[src/rtl/writeback_unit_pkg.sv]
// rtl/writeback_unit_pkg.sv - shared widths and constants for the writeback unit
package writeback_unit_pkg;

    localparam int DATA_W   = 32;
    localparam int ADDR_W   = 5;
    localparam int NUM_REGS = 32;

    localparam logic [ADDR_W-1:0] REG_ZERO = 5'd0;

    typedef struct packed {
        logic [ADDR_W-1:0] dest;
        logic [DATA_W-1:0] data;
    } ll_entry_t;

    localparam int ENTRY_W = $bits(ll_entry_t);

endpackage

[src/rtl/writeback_unit_wb_fifo.sv]
// rtl/writeback_unit_wb_fifo.sv - small synchronous FIFO holding buffered long-latency results
module writeback_unit_wb_fifo #(
    parameter int DEPTH = 2,
    parameter int WIDTH = 37
) (
    input  logic             clk,
    input  logic             rst,
    input  logic             push,
    input  logic             pop,
    input  logic [WIDTH-1:0] din,
    output logic             full,
    output logic             empty,
    output logic [WIDTH-1:0] head
);

    localparam int PW = $clog2(DEPTH);

    // One extra pointer bit separates full from empty when the indices match.
    logic [PW:0]      wr_ptr;
    logic [PW:0]      rd_ptr;
    logic [WIDTH-1:0] mem [DEPTH];

    assign empty = (wr_ptr == rd_ptr);
    assign full  = (wr_ptr[PW] != rd_ptr[PW]) && (wr_ptr[PW-1:0] == rd_ptr[PW-1:0]);
    assign head  = mem[rd_ptr[PW-1:0]];

    // Pointer update; reset empties the buffer.
    always_ff @(posedge clk) begin
        if (rst) begin
            wr_ptr <= '0;
            rd_ptr <= '0;
        end else begin
            if (push) begin
                wr_ptr <= wr_ptr + (PW+1)'(1);
            end
            if (pop) begin
                rd_ptr <= rd_ptr + (PW+1)'(1);
            end
        end
    end

    // Entry storage; contents are meaningless while empty so no reset is needed.
    always_ff @(posedge clk) begin
        if (push && !rst) begin
            mem[wr_ptr[PW-1:0]] <= din;
        end
    end

endmodule

[src/rtl/writeback_unit.sv]
// rtl/writeback_unit.sv - register file write port arbiter with LL result buffer and pending scoreboard
module writeback_unit
    import writeback_unit_pkg::*;
#(
    parameter int LL_DEPTH = 2
) (
    input  logic                clk,
    input  logic                rst,
    input  logic                alu_valid,
    input  logic [ADDR_W-1:0]   alu_reg,
    input  logic [DATA_W-1:0]   alu_data,
    input  logic                ll_issue,
    input  logic [ADDR_W-1:0]   ll_issue_reg,
    input  logic                ll_valid,
    output logic                ll_ready,
    input  logic [ADDR_W-1:0]   ll_reg,
    input  logic [DATA_W-1:0]   ll_data,
    output logic                RegWrite,
    output logic [ADDR_W-1:0]   WriteReg,
    output logic [DATA_W-1:0]   WriteData,
    output logic [NUM_REGS-1:0] pending
);

    logic      full;
    logic      empty;
    logic      alu_write;
    logic      push;
    logic      pop;
    ll_entry_t head;
    ll_entry_t din;

    logic [NUM_REGS-1:0] pending_next;

    // ALU always wins the port; writes to $zero are treated as absent.
    assign alu_write = alu_valid && (alu_reg != REG_ZERO);
    assign ll_ready  = !full && !rst;
    assign push      = ll_valid && ll_ready && (ll_reg != REG_ZERO);
    assign pop       = !alu_write && !empty && !rst;

    assign din.dest  = ll_reg;
    assign din.data  = ll_data;

    writeback_unit_wb_fifo #(
        .DEPTH (LL_DEPTH),
        .WIDTH (ENTRY_W)
    ) u_fifo (
        .clk   (clk),
        .rst   (rst),
        .push  (push),
        .pop   (pop),
        .din   (din),
        .full  (full),
        .empty (empty),
        .head  (head)
    );

    // Scoreboard next state: clear on pop first so a same-cycle issue set wins.
    always_comb begin
        pending_next = pending;
        if (pop) begin
            pending_next[head.dest] = 1'b0;
        end
        if (ll_issue && (ll_issue_reg != REG_ZERO)) begin
            pending_next[ll_issue_reg] = 1'b1;
        end
        pending_next[0] = 1'b0;
    end

    // Registered write port and scoreboard.
    always_ff @(posedge clk) begin
        if (rst) begin
            RegWrite  <= 1'b0;
            WriteReg  <= '0;
            WriteData <= '0;
            pending   <= '0;
        end else begin
            pending <= pending_next;
            if (alu_write) begin
                RegWrite  <= 1'b1;
                WriteReg  <= alu_reg;
                WriteData <= alu_data;
            end else if (pop) begin
                RegWrite  <= 1'b1;
                WriteReg  <= head.dest;
                WriteData <= head.data;
            end else begin
                RegWrite  <= 1'b0;
            end
        end
    end

endmodule

[config.mk]
export PLATFORM = sky130hd
export DESIGN_NAME = writeback_unit
export DESIGN_NICKNAME = d
export VERILOG_FILES = /design/src/rtl/writeback_unit_pkg.sv /design/src/rtl/writeback_unit_wb_fifo.sv /design/src/rtl/writeback_unit.sv
export SDC_FILE = /design/constraint.sdc
export NUM_CORES = 1
export LEC_CHECK = 0
export CORE_UTILIZATION = 42
export DETAILED_ROUTE_END_ITERATION = 8
export DONT_BUFFER_PORTS = 1
export SKIP_CTS_REPAIR_TIMING = 1
export SLEW_MARGIN = 10
export SYNTH_ARGS = -nofsm -noshare
export SYNTH_HDL_FRONTEND = slang
export SYNTH_SLANG_ARGS = --single-unit
[constraint.sdc]
create_clock -name clk -period 6.3 [get_ports clk]
set_clock_uncertainty 0.15 [all_clocks]
set_input_delay 1.26 -clock clk [delete_from_list [all_inputs] [get_ports clk]]
set_output_delay 1.26 -clock clk [all_outputs]
set_load 0.1 [all_outputs]
# Word level (Yosys, flattened, before mapping)
# Memories as Yosys holds them, arrays and structs flattened. A register that Yosys moved wholly into a read port is not among the register bits.
# Cells that the tools add are included.
# Widths: inputs -> output; s select.
[word_totals] register_bits=74 ramBits=74 input_bits=84 output_inout_bits=71 elab_cells=55 mem_count=1
[op_classes] add_sub_neg=2 n_lt_le_gt_ge=4 eq_ne=3 mux=16 n_bitwise=3 n_reduce_logical=19
[mem_list] name="u_fifo.mem" depth=2 width=37 rd=1 rd_ports_with_merged_regs=1 write_ports=1 line="writeback_unit_wb_fifo.sv:21" source="logic [WIDTH-1:0] mem [DEPTH];"
[ops] operator="$mux 32" n=4
[ops] operator="$and 32x32->32" n=1
[ops] operator="$not 32->32" n=1
[ops] operator="$or 32x32->32" n=1
[ops] operator="$reduce_bool 5->1" n=3
[ops] operator="$lt 5x6->1 const B" n=2
[ops] operator="$logic_and 1x1->1" n=11
[ops] operator="$demux 1 s5" n=2
[ops] operator="$ge 5x1->1 const B" n=2
[ops] operator="$mux 5" n=2
[ops] operator="$mux 1" n=8
[ops] operator="$add 2x1->2 const B" n=2
[ops] operator="$logic_not 1->1" n=4
[ops] operator="$eq 2x2->1" n=1
[ops] operator="$reduce_bool 2->1" n=1
[ops] operator="$eq 1x1->1" n=1
[ops] operator="$ne 1x1->1" n=1

# Longest topological paths before layout
# Gate-level depths: netlist of the first run.
[logic_depth] word_depth=9 mapped_depth=6 depth_no_buf=4

# Cells and area by module
# A second synthesis of the first run with hierarchy kept.
[hier_totals] cells_unflattened=535 hier_area_um2=6706.4
[by_module_without_submodules] mod="writeback_unit" n_inst=1 cells_per_inst=398 area_each_um2=3666.0 seq_area_each_um2=1381.3
[by_module_without_submodules] mod="writeback_unit_wb_fifo" n_inst=1 cells_per_inst=137 area_each_um2=3040.4 seq_area_each_um2=2322.2

# Worst setup path after synthesis of the first run
# No wires, ideal clock.
[synth_timing] kind="input-to-reg" from="input port rst" to="memory u_fifo.mem[1][0], enable pin" setup_ns=0.400 arrival_time_ns=4.180 t_required_ns=5.750 path_slack_ns=1.571 stages=3 n_path_buf=1 cell_sequence="clkbuf_1 a21oi_1 and3_1"
[synth_via] elab_chain_len=7
[synth_rtl] element="start: declaration" line="writeback_unit.sv:8" source="input logic rst,"
[synth_rtl] element="$logic_not 1->1" line="writeback_unit.sv:36" source="assign ll_ready = !full && !rst;"
[synth_rtl] element="$logic_and 1x1->1" line="writeback_unit.sv:36"
[synth_rtl] element="via ll_ready" line="writeback_unit.sv:15" source="output logic ll_ready,"
[synth_rtl] element="$logic_and 1x1->1 (2 in series)" line="writeback_unit.sv:37" source="assign push = ll_valid && ll_ready && (ll_reg != REG_ZERO);"
[synth_rtl] element="$logic_and 1x1->1" line="writeback_unit_wb_fifo.sv:44" source="if (push && !rst) begin"
[synth_rtl] element="$mux 1" line="writeback_unit_wb_fifo.sv:44"
[synth_rtl] element="$mux 1 (not written as such)" line="writeback_unit_wb_fifo.sv:45" source="mem[wr_ptr[PW-1:0]] <= din;"
[synth_rtl] element="end: declaration" line="writeback_unit_wb_fifo.sv:21"
# The timed path passes the listed nets, and every way through them passes these cells.

# Final worst setup path of the first run
[layout_timing] from="input port rst" to="output port ll_ready"
[layout_via] elab_chain_len=2
[layout_rtl] element="$logic_not 1->1" line="writeback_unit.sv:36"
[layout_rtl] element="$logic_and 1x1->1" line="writeback_unit.sv:36"
[layout_rtl] element="end: declaration" line="writeback_unit.sv:15"
# No other way between the ends.

==> results by group, run 1 <==
Timing
  – Final Critical Period: 3140 ps
  – Final Hold Fails: 0
  – Sum of negative setup slack: 0 ps
  – Hold slack: around 340 ps
  – Maximum clock rate: 319 MHz
  – Rel. slew slack: 0.290
  – Final setup fails: 0
  – Slack of the critical path: 3160 ps
  – Worst slew pin tran: 1060 ps
  – RSZ-0062 raised after global routing: false
  – Final period util: 0.498
  – Slew Limit Fails: 0

Worst setup path
  – CP bufs+invs: 1
  – Crit path cell chain: a21oi_2, buf_4
  – Critical path endpoint category: primary output
  – CP Launch Type: input port
  – CP Class: input port to primary output
  – CP max stage cell: buf_4
  – Cell family contributing the most delay on the critical path: buffers and inverters
  – Critical Path AT: 1730 ps
  – Crit path max fanout: 113
  – Req. time, crit path: 4890 ps
  – Max incr delay on CP: just over 300 ps

Logic synthesis
  – Top_reg_cell synth: edfxtp_1
  – Top cell type by total area after synthesis: edfxtp_1
  – Gate Count Post-Synth: between 500 and 600
  – Share of the synthesized area in the top cell type: 0.363
  – Top post-synthesis cells by area: edfxtp_1, dfxtp_1, a21oi_1
  – Asr flop ratio synth: 0
  – Unique masters post-synth: 38
  – Avg Cell Area, Syn: 11.7 um2
  – Number of flops mapped to enable cells by yosys: 74
  – Synth Net Count: between 600 and 700
  – Yosys warns: 0
  – Synthesis-stage register bit count: between 100 and 150
  – Synth Cell Area: 6130 um2
  – Register area share after synthesis: 0.604

Global route
  – Largest net degree at the start of global routing: 114
  – Vias in the first global route: 3981
  – First-pass GRT wire length: about 22000 um
  – Global route total overflow: 0
  – Initial antenna violation count: 0
  – Overall global routing resource usage: 0.193

Clock network
  – CTS tree: yes
  – Clock tree buffer depth: 2
  – H-tree Lvls: 4
  – CTS Buf Count: 17
  – CTS Root Cell: clkbuf_16
  – Clock Pin Slew Worst Setup and Hold Paths: ~60 ps
  – Clk_lat worst skew: 410 ps
  – Sink Count: about 150

Run
  – Max cap viols: 0

Floorplan
  – Total core area: around 14000 um2
  – Die span in y: 123 um
  – Die X: between 100 and 150 um
  – Die ar.: 15100 um2
  – Floorplan row count: 43
  – Starting Density: 0.436
  – IO Count: 155

Place
  – I/O Buffers: 0
  – Hpwl dp: 8870 um
  – Gpl congestion: 0.780
  – Placement Setup Slack: 3100 ps

Layout
  – Nets: 591
  – Antenna cells: 0
  – Area grow syn2layout: 11.3%
  – Layout cell share with drive strength beyond 1: 0.137
  – Final-layout fill cell count: 1246
  – Utilization after layout: 0.486

Outcome
  – Status: complete, no violations

Route
  – Drt wl/cell: between 20 and 25 um
  – Antenna Nets Post-Route: 0
  – DRT Pass-1 Iters: 5
  – Drt initial violations: 389
  – # DRC: 0
  – Via density: about 6
  – Via count: approximately 4200
  – Post-Route WL: around 14000 um

Pwr
  – Static leakage: 2.22 nW
  – P per Cell Area: 355 nW/um2
  – Peak supply drop: a little under 0.2 mV
  – Power, Total: 2.42 mW

Min path
  – Worst Hold Class: flop to flop
final timing paths:
kind / start / end / slack (ps) / depth (start not counted)
min: u_fifo.rd_ptr[1] / u_fifo.rd_ptr[1] / 340 / 1
min reg2reg: u_fifo.rd_ptr[1] / u_fifo.rd_ptr[1] / 340 / 1
max reg2reg: u_fifo.wr_ptr[1] / u_fifo.mem[1][23] / 3760 / 4
max: rst / ll_ready / 3160 / 2
worst reg2reg max path, cell delays in order, from the launching register on:
cell and delay (ps):
dfxtp_1 330, xor2_1 240, a21oi_2 180, buf_4 310
and3_2 890
final cells by class:
type,instances,area [um2],share of cell area
repair buffers,5,37.5,0.00550
multi-input cells,335,2260,0.331
clock inverters,9,126,0.0185
flip-flops and latches,148,3700,0.543
well taps,180,225,0.0330
clock buffers,23,468,0.0686
kinds of logic (layout without fill, tap and decap cells):
| logic type | Yosys count | in the layout | synth area share |
|---|---|---|---|
| flops | 148 | 148 | 0.604 |
| mux | 12 | 12 | 0.0206 |
| other cells | 1 | 1 | 0.000612 |
| compound gates | 178 | 178 | 0.215 |
| xor+xnor | 3 | 3 | 0.00429 |
| simple gates | 141 | 141 | 0.126 |
| buf+inv | 41 | 37 | 0.0294 |
placed cells by master, fill, tap and decap left out, types with 2 or more instances in the layout:
cell	synthesis	final
a21oi_1	70	69
o21ba_2	2	2
a211o_1	32	32
clkbuf_1	24	4
edfxtp_1	74	74
nand4bb_1	2	2
o41ai_1	33	33
mux2_2	5	5
buf_4	1	5
nor2b_1	33	33
bufinv_16	0	3
clkinv_2	0	3
nand2b_1	7	7
o221ai_1	35	35
nand4b_1	3	3
mux2i_1	7	7
xor2_1	2	2
clkbuf_8	0	2
clkbuf_16	0	17
or2_2	24	24
or3_1	8	8
nand2_1	42	42
nand3_1	10	10
nor2_1	6	5
dfxtp_1	74	73
stage by stage:
| stage | cell area (um2) | cells |
|---|---|---|
| floorplan | 6130 | 524 |
| global placement | 6230 | 668 |
| detailed placement | 6230 | 668 |
| CTS | 6820 | 700 |
| global route | 6820 | 700 |
| finish | 6820 | 700 |
cell usage after synthesis, types with 2 or more instances:
| master | instances |
|---|---|
| o221ai_1 | 35 |
| or3_1 | 8 |
| nor2_1 | 6 |
| nand4b_1 | 3 |
| edfxtp_1 | 74 |
| dfxtp_1 | 74 |
| nand2_1 | 42 |
| a21oi_1 | 70 |
| xor2_1 | 2 |
| nand2b_1 | 7 |
| buf_1 | 3 |
| clkbuf_1 | 24 |
| nor2b_1 | 33 |
| o21ba_2 | 2 |
| nand3_1 | 10 |
| a211o_1 | 32 |
| or2_2 | 24 |
| mux2i_1 | 7 |
| nand4bb_1 | 2 |
| mux2_2 | 5 |
| buf_2 | 12 |
| o41ai_1 | 33 |
report_power, final:
group / total (mW) / switching (mW) / internal (mW)
Sequential: 1.24 / 0.185 / 1.06
Clock: 1.02 / 0.373 / 0.643
Combinational: 0.169 / 0.111 / 0.0580
routing by layer:
| metal | track usage | up-vias | part of all wire |
|---|---|---|---|
| li1 | - | 2001 | - |
| met1 | 0.246 | 2029 | 0.43 |
| met2 | 0.287 | 167 | 0.46 |
| met3 | 0.0799 | 29 | 0.091 |
| met4 | 0.0800 | 0 | 0.023 |
| met5 | 0 | - | 0 |
sequential cells by signal (all words and copies together), names as in the netlist, named ones only:
register,flops
pending,31
WriteData,32
WriteReg,5
u_fifo.mem,74
RegWrite,1
u_fifo.wr_ptr,2
u_fifo.rd_ptr,2
(Power assumes the default switching activity.)
==> run 2: changes to the inputs <==
==> constraint.sdc (replaced) <==
create_clock -name clk -period 2.8 [get_ports clk]
set_clock_uncertainty 0.15 [all_clocks]
set_input_delay 0.56 -clock clk [delete_from_list [all_inputs] [get_ports clk]]
set_output_delay 0.56 -clock clk [all_outputs]
set_load 0.1 [all_outputs]
==> run 2 against run 1 <==
First-iteration DRC count decreased by 11%; critical path depth increased by 1; cell area increased by 8.1%; register-to-register slack got worse by 3200 ps; critical path type is now flop to primary output.
==> results by group, run 2 (same netlist as run 1, synthesis figures left out) <==
Outcome
  – Status: complete, no violations

Route
  – Drt wl/cell: 20.0 um (-2.0%)
  – Via count: 4506 (+6.6%)
  – Via density: 5.84 (-3.3%)
  – Drt initial violations: 348 (-11%)
  – Antenna Nets Post-Route: 0 (unchanged)
  – Post-Route WL: 15500 um (+8.1%)
  – DRT Pass-1 Iters: 4 (-1)
  – # DRC: 0 (unchanged)

Pwr
  – Power, Total: 5.52 mW (+130%)
  – P per Cell Area: 749 nW/um2 (+110%)
  – Peak supply drop: 0.482 mV (+150%)
  – Static leakage: 2.61 nW (+17%)

Worst setup path
  – CP Class: flop to primary output
  – Critical Path AT: 1650 ps (-80 ps)
  – Critical path endpoint category: primary output
  – Max incr delay on CP: 450 ps (+140 ps)
  – Crit path cell chain: xor2_1, a21oi_4, buf_4
  – Crit path max fanout: 4 (-96%)
  – CP max stage cell: xor2_1
  – Cell family contributing the most delay on the critical path: XOR/XNOR gates
  – CP Launch Type: flop
  – CP bufs+invs: 1 (unchanged)
  – Req. time, crit path: 2090 ps (-2800 ps)

Layout
  – Most common cell after layout, fill and taps aside: buf_4
  – Final-layout fill cell count: 1224 (-1.8%)
  – Commonest non-fill, non-tap cells in the layout: buf_4, edfxtp_1, dfxtp_1
  – Area grow syn2layout: 20.4%
  – Nets: 663 (+12%)
  – Layout cell share with drive strength beyond 1: 0.243 (+0.107)
  – Max FFs per register: 74 (unchanged)
  – Finished Cell Area: 7380 um2 (+8.1%)
  – Antenna cells: 0 (unchanged)

Floorplan
  – Starting Density: 0.436 (unchanged)
  – Die ar.: 15100 um2 (unchanged)
  – IO Count: 155 (unchanged)
  – Total core area: 14000 um2 (unchanged)
  – Floorplan row count: 43 (unchanged)
  – Die X: 123 um (unchanged)
  – Die span in y: 123 um (unchanged)

Timing
  – Hold slack: 55.0 ps (-287 ps)
  – Slack of the critical path: 444 ps (-2720 ps)
  – Final Critical Period: approximately 2400 ps
  – Worst slew pin tran: 989 ps (-74.9 ps)
  – Final setup fails: 0 (unchanged)
  – Rel. slew slack: 0.341 (+0.0509)
  – Slew Limit Fails: 0 (unchanged)
  – Sum of negative setup slack: 0 ps (unchanged)
  – RSZ-0062 raised after global routing: false
  – Final period util: 0.842
  – Final Hold Fails: 0 (unchanged)
  – Maximum clock rate: 424 MHz

Clock network
  – Clock Pin Slew Worst Setup and Hold Paths: 60 ps (about the same)
  – CTS Root Cell: clkbuf_16
  – CTS tree: yes
  – CTS Buf Count: 17 (unchanged)
  – H-tree Lvls: 4 (unchanged)
  – Clock tree buffer depth: 2 (unchanged)
  – Clk_lat worst skew: 420 ps (about the same)
  – Sink Count: 148 (unchanged)

Global route
  – Largest net degree at the start of global routing: 114 (unchanged)
  – Overall global routing resource usage: 0.211 (+0.0180)
  – Initial antenna violation count: 0 (unchanged)
  – First-pass GRT wire length: 23500 um (+9.4%)
  – Vias in the first global route: 4348 (+9.2%)
  – Global route total overflow: 0 (unchanged)

Min path
  – Worst Hold Class: input port to flop

Place
  – Hpwl dp: 9920 um (+12%)
  – Gpl congestion: 0.774 (-0.83%)
  – I/O Buffers: 0 (unchanged)
  – Placement Setup Slack: 320 ps (-2780 ps)
  – Post-place instance area: 6780 um2 (+8.9%)

Run
  – Max cap viols: 0 (unchanged)
run 2: area by class of cell:
class	count	area (um2)	area share
multi-input cells	335	2260	0.307
well taps	180	225	0.0305
clock inverters	8	68.8	0.00933
repair buffers	77	591	0.0801
flip-flops and latches	148	3700	0.502
clock buffers	24	526	0.0712
run 2: final timing paths:
path,start,to,slack (ps),cells past startpoint
max reg2reg,u_fifo.wr_ptr[1],u_fifo.mem[1][12],580,3
min,rst,WriteData[8],60,1
max,u_fifo.wr_ptr[1],ll_ready,440,3
min reg2reg,pending[30],pending[30],310,2
run 2: layer usage:
metal  vias up  share of wire  GRT usage
li1       2139              -          -
met1      2201           0.43      0.269
met2       145           0.48      0.331
met3        21          0.074     0.0683
met4         0          0.017     0.0816
met5         -              0          0
run 2: stage by stage:
stage           util  std cells
3_3_place_gp   0.483        740
4_1_cts        0.525        772
3_5_place_dp   0.483        740
5_1_grt        0.525        772
6_report       0.525        772
2_1_floorplan      -        524
run 2: power by group:
part / switching (mW) / internal (mW) / leakage [nW]
sequential: 0.0655 / 2.37 / 1.28
combinational: 0.622 / 0.200 / 1.03
clock: 0.866 / 1.40 / 0.289
run 2: worst register-to-register path, stage by stage, from the launching register on:
cell,delay (ps)
dfxtp_1,330
xor2_1,240
a21oi_4,230
and3_2,870
